$ cat config.mk
export PLATFORM = sky130hd
export DESIGN_NAME = multicycle_controller_flat
export DESIGN_NICKNAME = d
export VERILOG_FILES = /design/src/rtl/multicycle_controller_if.sv /design/src/rtl/multicycle_controller.sv /design/src/flat_wrapper.sv
export SDC_FILE = /design/constraint.sdc
export NUM_CORES = 1
export LEC_CHECK = 0
export ABC_AREA = 1
export BUFFER_PORTS_ARGS = -buffer_cell sky130_fd_sc_hd__buf_2
export CORE_ASPECT_RATIO = 0.9
export CORE_MARGIN = 1.5
export CORE_UTILIZATION = 37
export DETAILED_ROUTE_END_ITERATION = 8
export GPL_TIMING_DRIVEN = 1
export PLACE_DENSITY = 0.9
export SYNTH_ARGS = -nofsm -noshare
export SYNTH_HDL_FRONTEND = slang
export SYNTH_SLANG_ARGS = --single-unit
$ cat constraint.sdc
create_clock -name clk -period 2.84 [get_ports clk]
set_input_delay 0.568 -clock clk [delete_from_list [all_inputs] [get_ports clk]]
set_output_delay 0.568 -clock clk [all_outputs]
set_load 0.02 [all_outputs]
$ cat src/rtl/multicycle_controller_if.sv
// multicycle_controller_if: datapath handshake and control bundle between controller and datapath
interface multicycle_controller_if;
    logic [31:0] instr;
    logic        zero;
    logic        mem_ready;
    logic        PCWrite;
    logic        PCSource;
    logic        IRWrite;
    logic        IorD;
    logic        MemRead;
    logic        MemWrite;
    logic        RegWrite;
    logic        MemtoReg;
    logic        ALUSrcA;
    logic [1:0]  ALUSrcB;
    logic [3:0]  aluctrl;
    modport master (
        input  instr, zero, mem_ready,
        output PCWrite, PCSource, IRWrite, IorD, MemRead, MemWrite,
               RegWrite, MemtoReg, ALUSrcA, ALUSrcB, aluctrl
    );
    modport slave (
        output instr, zero, mem_ready,
        input  PCWrite, PCSource, IRWrite, IorD, MemRead, MemWrite,
               RegWrite, MemtoReg, ALUSrcA, ALUSrcB, aluctrl
    );
endinterface

$ cat src/rtl/multicycle_controller.sv
// multicycle_controller: multi-cycle RV32 sequencing FSM; MCC_RETIRE_CNT_EN adds the retired counter
module multicycle_controller #(
    parameter int CNT_W = 32
) (
    input  logic                        clk,
    input  logic                        rst_n,
    multicycle_controller_if.master     bus,
    output logic [3:0]                  state,
    output logic                        illegal
`ifdef MCC_RETIRE_CNT_EN
    ,
    output logic [CNT_W-1:0]            retired
`endif
);
    typedef enum logic [3:0] {
        FETCH = 4'd0, DECODE = 4'd1, MEMADR = 4'd2, MEMRD = 4'd3, MEMWB = 4'd4,
        MEMWR = 4'd5, EXEC = 4'd6, RWB = 4'd7, BRANCH = 4'd8, TRAP = 4'd9
    } state_t;
    typedef struct packed {
        logic       pc_write;
        logic       pc_source;
        logic       ir_write;
        logic       iord;
        logic       mem_read;
        logic       mem_write;
        logic       reg_write;
        logic       mem_to_reg;
        logic       alu_src_a;
        logic [1:0] alu_src_b;
        logic [3:0] alu;
    } ctl_t;
    localparam logic [6:0] OP_R = 7'b0110011, OP_LW = 7'b0000011;
    localparam logic [6:0] OP_SW = 7'b0100011, OP_BEQ = 7'b1100011;
    state_t     st, nxt;
    ctl_t       c;
    logic [6:0] op;
    logic [3:0] fn;
    logic       fn_ok;
    logic       unused_instr;
    assign op = bus.instr[6:0];
    assign fn = {bus.instr[30], bus.instr[14:12]};
    assign fn_ok = fn inside {4'b0000, 4'b1000, 4'b0111, 4'b0110};
    assign unused_instr = &{1'b0, bus.instr[31], bus.instr[29:15], bus.instr[11:7]};
    assign state = st;
    always_comb begin
        nxt = st;
        case (st)
            FETCH:   nxt = bus.mem_ready ? DECODE : FETCH;
            DECODE:  nxt = op == OP_R ? EXEC : (op == OP_LW || op == OP_SW) ? MEMADR :
                           op == OP_BEQ ? BRANCH : TRAP;
            EXEC:    nxt = fn_ok ? RWB : TRAP;
            RWB:     nxt = FETCH;
            MEMADR:  nxt = op == OP_LW ? MEMRD : op == OP_SW ? MEMWR : TRAP;
            MEMRD:   nxt = bus.mem_ready ? MEMWB : MEMRD;
            MEMWB:   nxt = FETCH;
            MEMWR:   nxt = bus.mem_ready ? FETCH : MEMWR;
            BRANCH:  nxt = FETCH;
            TRAP:    nxt = TRAP;
            default: nxt = TRAP;
        endcase
    end
    always_ff @(posedge clk or negedge rst_n) begin
        if (!rst_n) begin
            st      <= FETCH;
            illegal <= 1'b0;
        end else begin
            st <= nxt;
            if (nxt == TRAP) illegal <= 1'b1;
        end
    end
    // Strobes decode from the registered state; only PCWrite/IRWrite look at mem_ready or zero
    always_comb begin
        c     = '0;
        c.alu = 4'b0010;
        case (st)
            FETCH: begin
                c.mem_read  = 1'b1;
                c.alu_src_b = 2'b01;
                c.ir_write  = bus.mem_ready;
                c.pc_write  = bus.mem_ready;
            end
            DECODE: c.alu_src_b = 2'b11;
            EXEC: begin
                c.alu_src_a = 1'b1;
                c.alu = fn == 4'b1000 ? 4'b0110 : fn == 4'b0111 ? 4'b0000 :
                        fn == 4'b0110 ? 4'b0001 : 4'b0010;
            end
            RWB: c.reg_write = 1'b1;
            MEMADR: begin
                c.alu_src_a = 1'b1;
                c.alu_src_b = 2'b10;
            end
            MEMRD: begin
                c.mem_read = 1'b1;
                c.iord     = 1'b1;
            end
            MEMWB: begin
                c.reg_write  = 1'b1;
                c.mem_to_reg = 1'b1;
            end
            MEMWR: begin
                c.mem_write = 1'b1;
                c.iord      = 1'b1;
            end
            BRANCH: begin
                c.alu_src_a = 1'b1;
                c.alu       = 4'b0110;
                c.pc_source = 1'b1;
                c.pc_write  = bus.zero;
            end
            default: c.alu = 4'b0010;
        endcase
    end
    // Holding reset silences every strobe, even though the state register already reads FETCH
    assign {bus.PCWrite, bus.PCSource, bus.IRWrite, bus.IorD, bus.MemRead, bus.MemWrite,
            bus.RegWrite, bus.MemtoReg, bus.ALUSrcA, bus.ALUSrcB, bus.aluctrl} = rst_n ? c : '0;
`ifdef MCC_RETIRE_CNT_EN
    always_ff @(posedge clk or negedge rst_n) begin
        if (!rst_n) retired <= '0;
        else if (st == RWB || st == MEMWB || st == BRANCH || (st == MEMWR && bus.mem_ready))
            retired <= retired + CNT_W'(1);
    end
`else
    localparam int unused_cnt_w = CNT_W;
`endif
endmodule

$ cat src/flat_wrapper.sv
// flat-port wrapper written by rule: the top's interface ports become plain ports
module multicycle_controller_flat 
#(
    parameter int CNT_W = 32
)
  (clk, rst_n, state, illegal, bus_instr, bus_zero, bus_mem_ready, bus_PCWrite, bus_PCSource, bus_IRWrite, bus_IorD, bus_MemRead, bus_MemWrite, bus_RegWrite, bus_MemtoReg, bus_ALUSrcA, bus_ALUSrcB, bus_aluctrl);
  multicycle_controller_if bus_i ();
  input  logic clk;
  input  logic rst_n;
  output logic [3:0] state;
  output logic illegal;
  input wire logic [$bits(bus_i.instr)-1:0] bus_instr;
  input wire logic [$bits(bus_i.zero)-1:0] bus_zero;
  input wire logic [$bits(bus_i.mem_ready)-1:0] bus_mem_ready;
  output wire logic [$bits(bus_i.PCWrite)-1:0] bus_PCWrite;
  output wire logic [$bits(bus_i.PCSource)-1:0] bus_PCSource;
  output wire logic [$bits(bus_i.IRWrite)-1:0] bus_IRWrite;
  output wire logic [$bits(bus_i.IorD)-1:0] bus_IorD;
  output wire logic [$bits(bus_i.MemRead)-1:0] bus_MemRead;
  output wire logic [$bits(bus_i.MemWrite)-1:0] bus_MemWrite;
  output wire logic [$bits(bus_i.RegWrite)-1:0] bus_RegWrite;
  output wire logic [$bits(bus_i.MemtoReg)-1:0] bus_MemtoReg;
  output wire logic [$bits(bus_i.ALUSrcA)-1:0] bus_ALUSrcA;
  output wire logic [$bits(bus_i.ALUSrcB)-1:0] bus_ALUSrcB;
  output wire logic [$bits(bus_i.aluctrl)-1:0] bus_aluctrl;
  assign bus_i.instr = bus_instr;
  assign bus_i.zero = bus_zero;
  assign bus_i.mem_ready = bus_mem_ready;
  assign bus_PCWrite = bus_i.PCWrite;
  assign bus_PCSource = bus_i.PCSource;
  assign bus_IRWrite = bus_i.IRWrite;
  assign bus_IorD = bus_i.IorD;
  assign bus_MemRead = bus_i.MemRead;
  assign bus_MemWrite = bus_i.MemWrite;
  assign bus_RegWrite = bus_i.RegWrite;
  assign bus_MemtoReg = bus_i.MemtoReg;
  assign bus_ALUSrcA = bus_i.ALUSrcA;
  assign bus_ALUSrcB = bus_i.ALUSrcB;
  assign bus_aluctrl = bus_i.aluctrl;
  multicycle_controller #(.CNT_W(CNT_W)) u_core (.clk(clk), .rst_n(rst_n), .bus(bus_i), .state(state), .illegal(illegal));
endmodule
; Word-level counts from Yosys, hierarchy flattened
; Cells that the tools add are included.
[word_totals]
ff_bits = 5
inputBits = 36
output_inout_bits = 20
elab_cells = 52
[op_classes]
eq_ne = 16
mux = 25
n_reduce_logical = 9
[op_table]
columns = op, n
row1 = $mux W4, 7
row2 = $pmux W4 S7, 1
row3 = $eq A4 B3 Y1 const B, 6
row4 = $mux W15, 1
row5 = $eq A7 B6 Y1 const B, 2
row6 = $eq A4 B4 Y1 const B, 3
row7 = $mux W1, 10
row8 = $eq A4 B2 Y1 const B, 2
row9 = $logic_not A4 Y1, 2
row10 = $pmux W4 S2, 1
row11 = $eq A7 B2 Y1 const B, 1
row12 = $eq A7 B7 Y1 const B, 1
row13 = $mux W3, 2
row14 = $pmux W2 S3, 1
row15 = $reduce_or A2 Y1, 3
row16 = $reduce_or A3 Y1, 2
row17 = $eq A4 B1 Y1 const B, 1
row18 = $reduce_bool A4 Y1, 1
row19 = $mux W2, 1
row20 = $pmux W1 S2, 1
row21 = $logic_or A1 B1 Y1, 1

; Depth between registers and ports, before layout
; Gate-level depths: netlist of run 1.
[depth]
word_depth = 6
ltp_mapped = 8
ltp_nobuf = 8

; Least setup slack after synthesis of run 1
; Ideal clock, no wire load.
[synth_path]
path_kind = reg2out
start = register u_core.st[0] (netlist: u_core.state[0])
end = output bus_aluctrl[0]
arrival_time_ns = 1.463
required_ns = 2.272
slack_ns = 0.809
path_stages_with_launch = 6
n_path_buf = 0
cell_sequence = dfrtp_1 -> inv_1 -> nand2_1 -> nor3_2 -> nand4_1 -> nor3_1
[synth_between]
elab_chain_cells = 3
elab_cells_between_ends = 4
classes_between = eq/ne (2) / mux (2)
[synth_rtl]
columns = item, line
row1 = start: declaration, multicycle_controller.sv:34  ; state_t st, nxt;
row2 = start signal: assignment, multicycle_controller.sv:67  ; st <= nxt;
row3 = $eq A4 B4 Y1 / $eq A4 B3 Y1 (equally long branches), multicycle_controller.sv:75  ; case (st)
row4 = $pmux W4 S2 *, multicycle_controller.sv:75
row5 = $mux W15 *, multicycle_controller.sv:116  ; bus.RegWrite, bus.MemtoReg, bus.ALUSrcA, bus.ALUSrcB, bus.aluctrl} = rst_n ? c : '0;
row6 = end: declaration, flat_wrapper.sv:25  ; output wire logic [$bits(bus_i.aluctrl)-1:0] bus_aluctrl;
; Every way passes the cells marked *; elsewhere a longest branch is shown, timed or not.

; Worst setup path in the final report of run 1
; Same ends and word-level chain as after synthesis.

==> results of run 1 <==
power groups by stage:
| stage | Clock (W) | Sequential (W) | Combinational [W] |
|---|---|---|---|
| 2_1_floorplan | 0 | 0.000131 | 0.000187 |
| 3_3_place_gp | 0 | 0.000114 | 0.000283 |
| 3_5_place_dp | 0 | 0.000116 | 0.000292 |
| 4_1_cts | 0.0000821 | 0.000115 | 0.000292 |
| 5_1_grt | 0.0000882 | 0.000118 | 0.000324 |
| 6_report | 0.0000804 | 0.000116 | 0.000291 |
flip-flops by register name (all words and copies together) (netlist names):
signal / count
u_core.state: 4
u_core.illegal: 1
kinds of logic after synthesis:
logic type | after synthesis
and+or+nand+nor | 64
buffers and inverters | 19
AOI/OAI and AO/OA | 11
other | 1
DFF | 5
path summary, 6_finish.rpt:
path / slack (ps) / end / start / depth (start not counted)
setup / recovery: 710 / bus_aluctrl[0] / u_core.state[0] / 6
hold / removal: 160 / u_core.state[2] / rst_n / 1
setup reg to reg: 1520 / u_core.illegal / u_core.state[1] / 6
hold reg to reg: 460 / u_core.illegal / u_core.illegal / 2
max in group asynchronous: 2510 / u_core.state[0] / rst_n / 1
min in group clk: 460 / u_core.illegal / u_core.illegal / 2
synthesized netlist by cell type, drive strengths merged, types with 3 or more instances:
master / instances
nand4: 3
nand2: 20
o21ai: 3
inv: 18
nor2: 21
nor3: 5
nand3: 14
dfrtp: 5
a21oi: 5
per-layer routing:
layer | global-route usage (%) | share of wire, %
met1 | 22.6 | 45
met4 | 6.06 | 0
met2 | 33.2 | 48
met5 | 0 | 0
met3 | 3.23 | 7.7
layout make-up:
| class | instances | area (um^2) |
|---|---|---|
| repair buffers | 33 | 165 |
| multi-input cells | 76 | 347 |
| clock buffers | 4 | 26.3 |
| well taps | 14 | 17.5 |
| flip-flops and latches | 5 | 125 |
| inverters | 18 | 67.6 |
| fillers | 141 | 558 |
through the flow:
step | hold WS [ps] | instances
floorplan | 272 | 100
global placement | 415 | 146
detailed placement | 419 | 146
CTS | 165 | 150
global route | 168 | 150
finish | 164 | 150
==> metrics.md, run 1 <==
| Metric | Value |
|---|---|
| All-Layer GR Usage | `18.5%` |
| Critical path arrival | `1570 ps` |
| Worst Setup End Kind | `output pin` |
| Final Power | `0.000487 W` |
| Number of antenna diodes | `0` |
| Hold-fix buffers, CTS | `0` |
| Pins over their slew limit | `0` |
| Total Nets Final | `173` |
| Ys flop type | `dfrtp_1` |
| Post-route cell area | `748 um^2` |
| Final setup vio count | `0` |
| Post-cts sizing count | `0` |
| Net Count, Synth | `136` |
| Vias post-DR | `around 760` |
| Boundary Pins | `56` |
| Proportion of layout cells with a drive suffix above 1 | `28.7%` |
| Class of the worst hold path | `in2async` |
| Crit path largest cell delay | `420 ps` |
| Required time reported for the critical path endpoint | `2270 ps` |
| Total placed instance area | `722 um^2` |
| Total Neg Setup Slack | `0 ps` |
| Pin count of the biggest net entering global routing | `10` |
| Die Outline Area | `1720 um^2` |
| Area fraction in compound gates after synthesis | `11.2%` |
| Post-synthesis instance area | `547 um^2` |
| Net switching power | `0.000254 W` |
| Post-synthesis share of cell area spent on full adders, half adders and majority gates | `0%` |
| Buffers inserted by post-CTS timing repair | `0` |
| Post-route core utilization | `a little under three fifths` |
| Seq/Total Area, Yosys | `22.9%` |
| Largest cells by area after synthesis | `dfrtp_1 23%, nand2_1 14%, nor2_1 14%, nand3_1 13%, inv_1 12%` |
| Via density | `5.07` |
| Starting density of the core | `41.9%` |
| Yosys warning total | `0` |
| Min Tclk post-route | `2130 ps` |
| Register bit count reported by yosys | `5` |
| Chip Width | `43.5 um` |
| Achievable frequency | `468 MHz` |
| Max stage delay cell, worst path | `dfrtp_1` |
| Worst path buffer plus inverter count | `2` |
| DP HPWL | `1.21 mm` |
| Hold Vio Cnt, Final | `0` |
| Die boundary height | `39.5 um` |
| CTS tree | `yes` |
| Run status | `finished, final reports clean` |
| Root cell of the clock tree | `clkbuf_4` |
| Placeable Area | `1310 um^2` |
| Largest clock skew in the final design | `3.95 ps` |
| Insertion delay of the later-clocked pin in the worst-skew pair | `240 ps` |
| Maxcap violations | `0` |
| Portion of total power attributed to the clock network | `16.5%` |
| Global-route wire length before repair | `roughly 2.4 mm` |
| Mean area per synthesized cell | `5.47 um^2` |
| Grt ovf | `0` |
| Remaining antenna violation count | `0` |
| Post-Synth Simple-Gate Area | `51.5%` |
| Standard-cell rows | `12` |
| Multiplexer share of the synthesized area | `0%` |
| Final weighted congestion in routability-driven placement | `between 0.8 and 0.9` |
| Internal power consumption | `~0.00023 W` |
| Number of DRC violations after detailed-routing iteration 0 | `18` |
| Number of H-tree levels | `1` |
| Cell accounting for the most synthesized area | `dfrtp_1` |
| Combinational cell fraction of total power | `59.7%` |
| Maximum clock insertion buffer count | `2` |
| Share of the clock period used by the worst path | `75.2%` |
| Clock transition at the registers of the reported paths | `about 40 ps` |
| Num CTS Buffers | `3` |
| Ordered list of cells on the worst path | `inv_1, nand2_1, nor3_2, nand4_1, nor3_1, buf_2` |
| Switch share | `52.2%` |
| WL/cell | `between 9 and 10 um` |
| Largest vdd supply drop | `0.000303 V` |
| Dominant combinational cell family by area after synthesis | `simple AND/OR/NAND/NOR gates` |
| Count of buffers from port buffering | `33` |
| Kind of start point of the critical path | `flip-flop` |
| Final Routed Wirelength | `1.42 mm` |
| Setup Slack @ Placement | `between 900 and 1000 ps` |
| LEAKAGE | `0.450 nW` |
| Max Fanout on Critical Path | `5` |
| Antenna violations before repair | `0` |
| Synthesis-to-layout area growth | `36.8%` |
| Number of enable-type register cells in the synthesized netlist | `0` |
| Post-Syn Instances | `100` |
| Number of global-route vias before repair | `631` |
| Xor and xnor area share after synthesis | `0%` |
| Delay-heaviest family, CP | `simple AND/OR/NAND/NOR gates` |
| Final setup slack of the worst path | `roughly 710 ps` |
| Top-area cell type share of the netlist area | `22.9%` |
| Unrepaired setup endpoints after global routing | `no` |
| Startpoint-to-endpoint class of the critical path | `reg2out` |
| Share of flip-flops with an asynchronous set or reset after synthesis | `100%` |
| Total power density per cell area | `651 nW/um^2` |
| Total number of clock tree sinks | `5` |
| Share of total power in sequential cells | `roughly a quarter` |
| Library cells used by synthesis | `18` |
| DRC violations left | `0` |
| Number of detailed-routing iterations run before antenna repair | `4` |
| Most common cell after layout, fill and taps aside | `buf_2` |
| Commonest cells after routing, fill and taps aside | `33 x buf_2, 20 x nand2_1, 20 x nor2_1` |
Power figures use the tool's default switching activity.
==> run 2, diff against run 1 <==
Settings changed: CORE_UTILIZATION 37 to 31, PLACE_DENSITY 0.9 to 0.81.
Clock period 2.84 ns to 1.9 ns, I/O delays scaled along.
==> metrics.md, run 2 (synthesis gave the netlist of run 1 again) <==
| Metric | Value |
|---|---|
| Final setup vio count | `0` |
| Required time reported for the critical path endpoint | `1520 ps` |
| DP HPWL | `1.29 mm` |
| Placeable Area | `1660 um^2` |
| Remaining antenna violation count | `0` |
| Root cell of the clock tree | `clkbuf_4` |
| Proportion of layout cells with a drive suffix above 1 | `31.4%` |
| Synthesis-to-layout area growth | `46.9%` |
| Class of the worst hold path | `reg2reg` |
| Standard-cell rows | `14` |
| Count of buffers from port buffering | `33` |
| FF+latch area | `around 130 um^2` |
| All-Layer GR Usage | `15.8%` |
| Most common cell after layout, fill and taps aside | `buf_2` |
| Post-route cell area | `803 um^2` |
| Area of the multi-input gates | `353 um^2` |
| LEAKAGE | `0.474 nW` |
| End of the worst hold path | `u_core.illegal` |
| Hold wc startpoint | `u_core.illegal` |
| Grt ovf | `0` |
| FF-to-FF Start | `u_core.state[2]` |
| Via density | `4.74` |
| Number of H-tree levels | `1` |
| Flip-flop count of the largest register after layout | `4` |
| Total Nets Final | `177` |
| Number of antenna diodes | `0` |
| Pins over their slew limit | `0` |
| Delay-heaviest family, CP | `simple AND/OR/NAND/NOR gates` |
| Boundary Pins | `between 50 and 60` |
| Maxcap violations | `0` |
| Final std cells w/o fill | `164` |
| Total power density per cell area | `950 nW/um^2` |
| Clock transition at the registers of the reported paths | `40 ps` |
| Num CTS Buffers | `3` |
| Filler cell count in the final layout | `roughly 190` |
| Commonest cells after routing, fill and taps aside | `32 x buf_2, 20 x nand2_1, 20 x nor2_1` |
| Die Outline Area | `roughly 2000 um^2` |
| Largest clock skew in the final design | `between 0.7 and 0.8 ps` |
| Share of the clock period used by the worst path | `between 90 and 100%` |
| Worst Setup End Kind | `output pin` |
| Terminus of the critical flop-to-flop path | `u_core.state[2]` |
| Worst-case reg-to-reg path depth | `7` |
| Critical path arrival | `1490 ps` |
| Total number of clock tree sinks | `5` |
| Ordered list of cells on the worst path | `inv_2, nand2_1, nor3_4, nand4_1, nor3_1, buf_2` |
| Number of global-route vias before repair | `600` |
| Number of DRC violations after detailed-routing iteration 0 | `22` |
| Max stage delay cell, worst path | `dfrtp_1` |
| Global-route wire length before repair | `2.31 mm` |
| Maximum clock insertion buffer count | `2` |
| Die boundary height | `42.8 um` |
| Max Fanout on Critical Path | `4` |
| Vias post-DR | `778` |
| Insertion delay of the later-clocked pin in the worst-skew pair | `240 ps` |
| Chip Width | `47.3 um` |
| Achievable frequency | `535 MHz` |
| DRC violations left | `0` |
| Final Power | `0.000763 W` |
| Worst path buffer plus inverter count | `2` |
| Unrepaired setup endpoints after global routing | `yes` |
| Run status | `finished, final reports clean` |
| Startpoint-to-endpoint class of the critical path | `reg2out` |
| Reg2reg setup slack | `around 470 ps` |
| CTS tree | `yes` |
| Final Routed Wirelength | `1.63 mm` |
| Placed cell count | `156` |
| Number of detailed-routing iterations run before antenna repair | `4` |
| Starting density of the core | `32.9%` |
| Instance count along the most critical hold path | `2` |
| Largest vdd supply drop | `0.000295 V` |
| Kind of start point of the critical path | `flip-flop` |
| Final weighted congestion in routability-driven placement | `roughly 0.87` |
| Total placed instance area | `734 um^2` |
| Crit path largest cell delay | `between 400 and 500 ps` |
| Min Tclk post-route | `~1900 ps` |
| Hold slack final | `460 ps` |
| WL/cell | `around 10 um` |
| Pin count of the biggest net entering global routing | `9` |
| Antenna violations before repair | `0` |
| Hold Vio Cnt, Final | `0` |
-- run 2: layer usage --
| metal | vias up | routed length [um] | track usage, % |
|---|---|---|---|
| met5 | - | 0 | 0 |
| met3 | 6 | 119 | 2.98 |
| met4 | 0 | 24 | 8.33 |
| met1 | 324 | 698 | 17.9 |
| li1 | 407 | - | - |
| met2 | 41 | 788 | 26.8 |
-- run 2: worst max path at each step --
stage	startpoint	endpoint	slack (ps)	cells after the start
after floorplan	u_core.state[0]	bus_aluctrl[0]	60	5
after global placement	u_core.state[0]	bus_aluctrl[0]	260	6
after detailed placement	u_core.state[0]	bus_aluctrl[0]	210	6
after CTS	u_core.state[0]	bus_aluctrl[0]	7	6
after global routing	u_core.state[0]	bus_aluctrl[0]	-50	6
final	u_core.state[0]	bus_aluctrl[0]	30	6
-- run 2: stage by stage --
stage / utilization [%] / setup TNS [ps] / setup slack, ps
finish: 48.3 / 0 / 31.9
detailed placement: 44.1 / 0 / 208
global placement: 44.1 / 0 / 262
floorplan: - / 0 / 57.2
CTS: 47.7 / 0 / 7.50
global route: 48.3 / -160 / -51.3
-- run 2: power by group --
part           switching [W]  internal, W
logic               0.000308     0.000157
clock network      0.0000416    0.0000793
registers          0.0000463     0.000131
total               0.000396     0.000367
-- run 2: layout make-up --
cell class / count / share of cell area, %
clock buffers: 4 / 3.27
inverters: 18 / 8.41
multi-input cells: 76 / 43.9
flip-flops and latches: 5 / 15.7
well taps: 24 / 3.74
repair buffers: 37 / 24.9
-- run 2: repair_timing --
action                                  CTS  global route
endpoints found under the setup margin    3             4
setup buffers                             2             1
hold buffers                              1             0
hold endpoints to repair                  5             0
gates cloned                              0             0
gates resized for setup                   3             1
pin swaps                                 1             1
-- run 2: worst register-to-register path, stage by stage (launching register included) --
cell	delay, ps
dfrtp_1	400
inv_1	200
nand2_1	120
nor2_1	230
inv_1	100
o21ai_0	180
inv_1	60
nand2_1	70
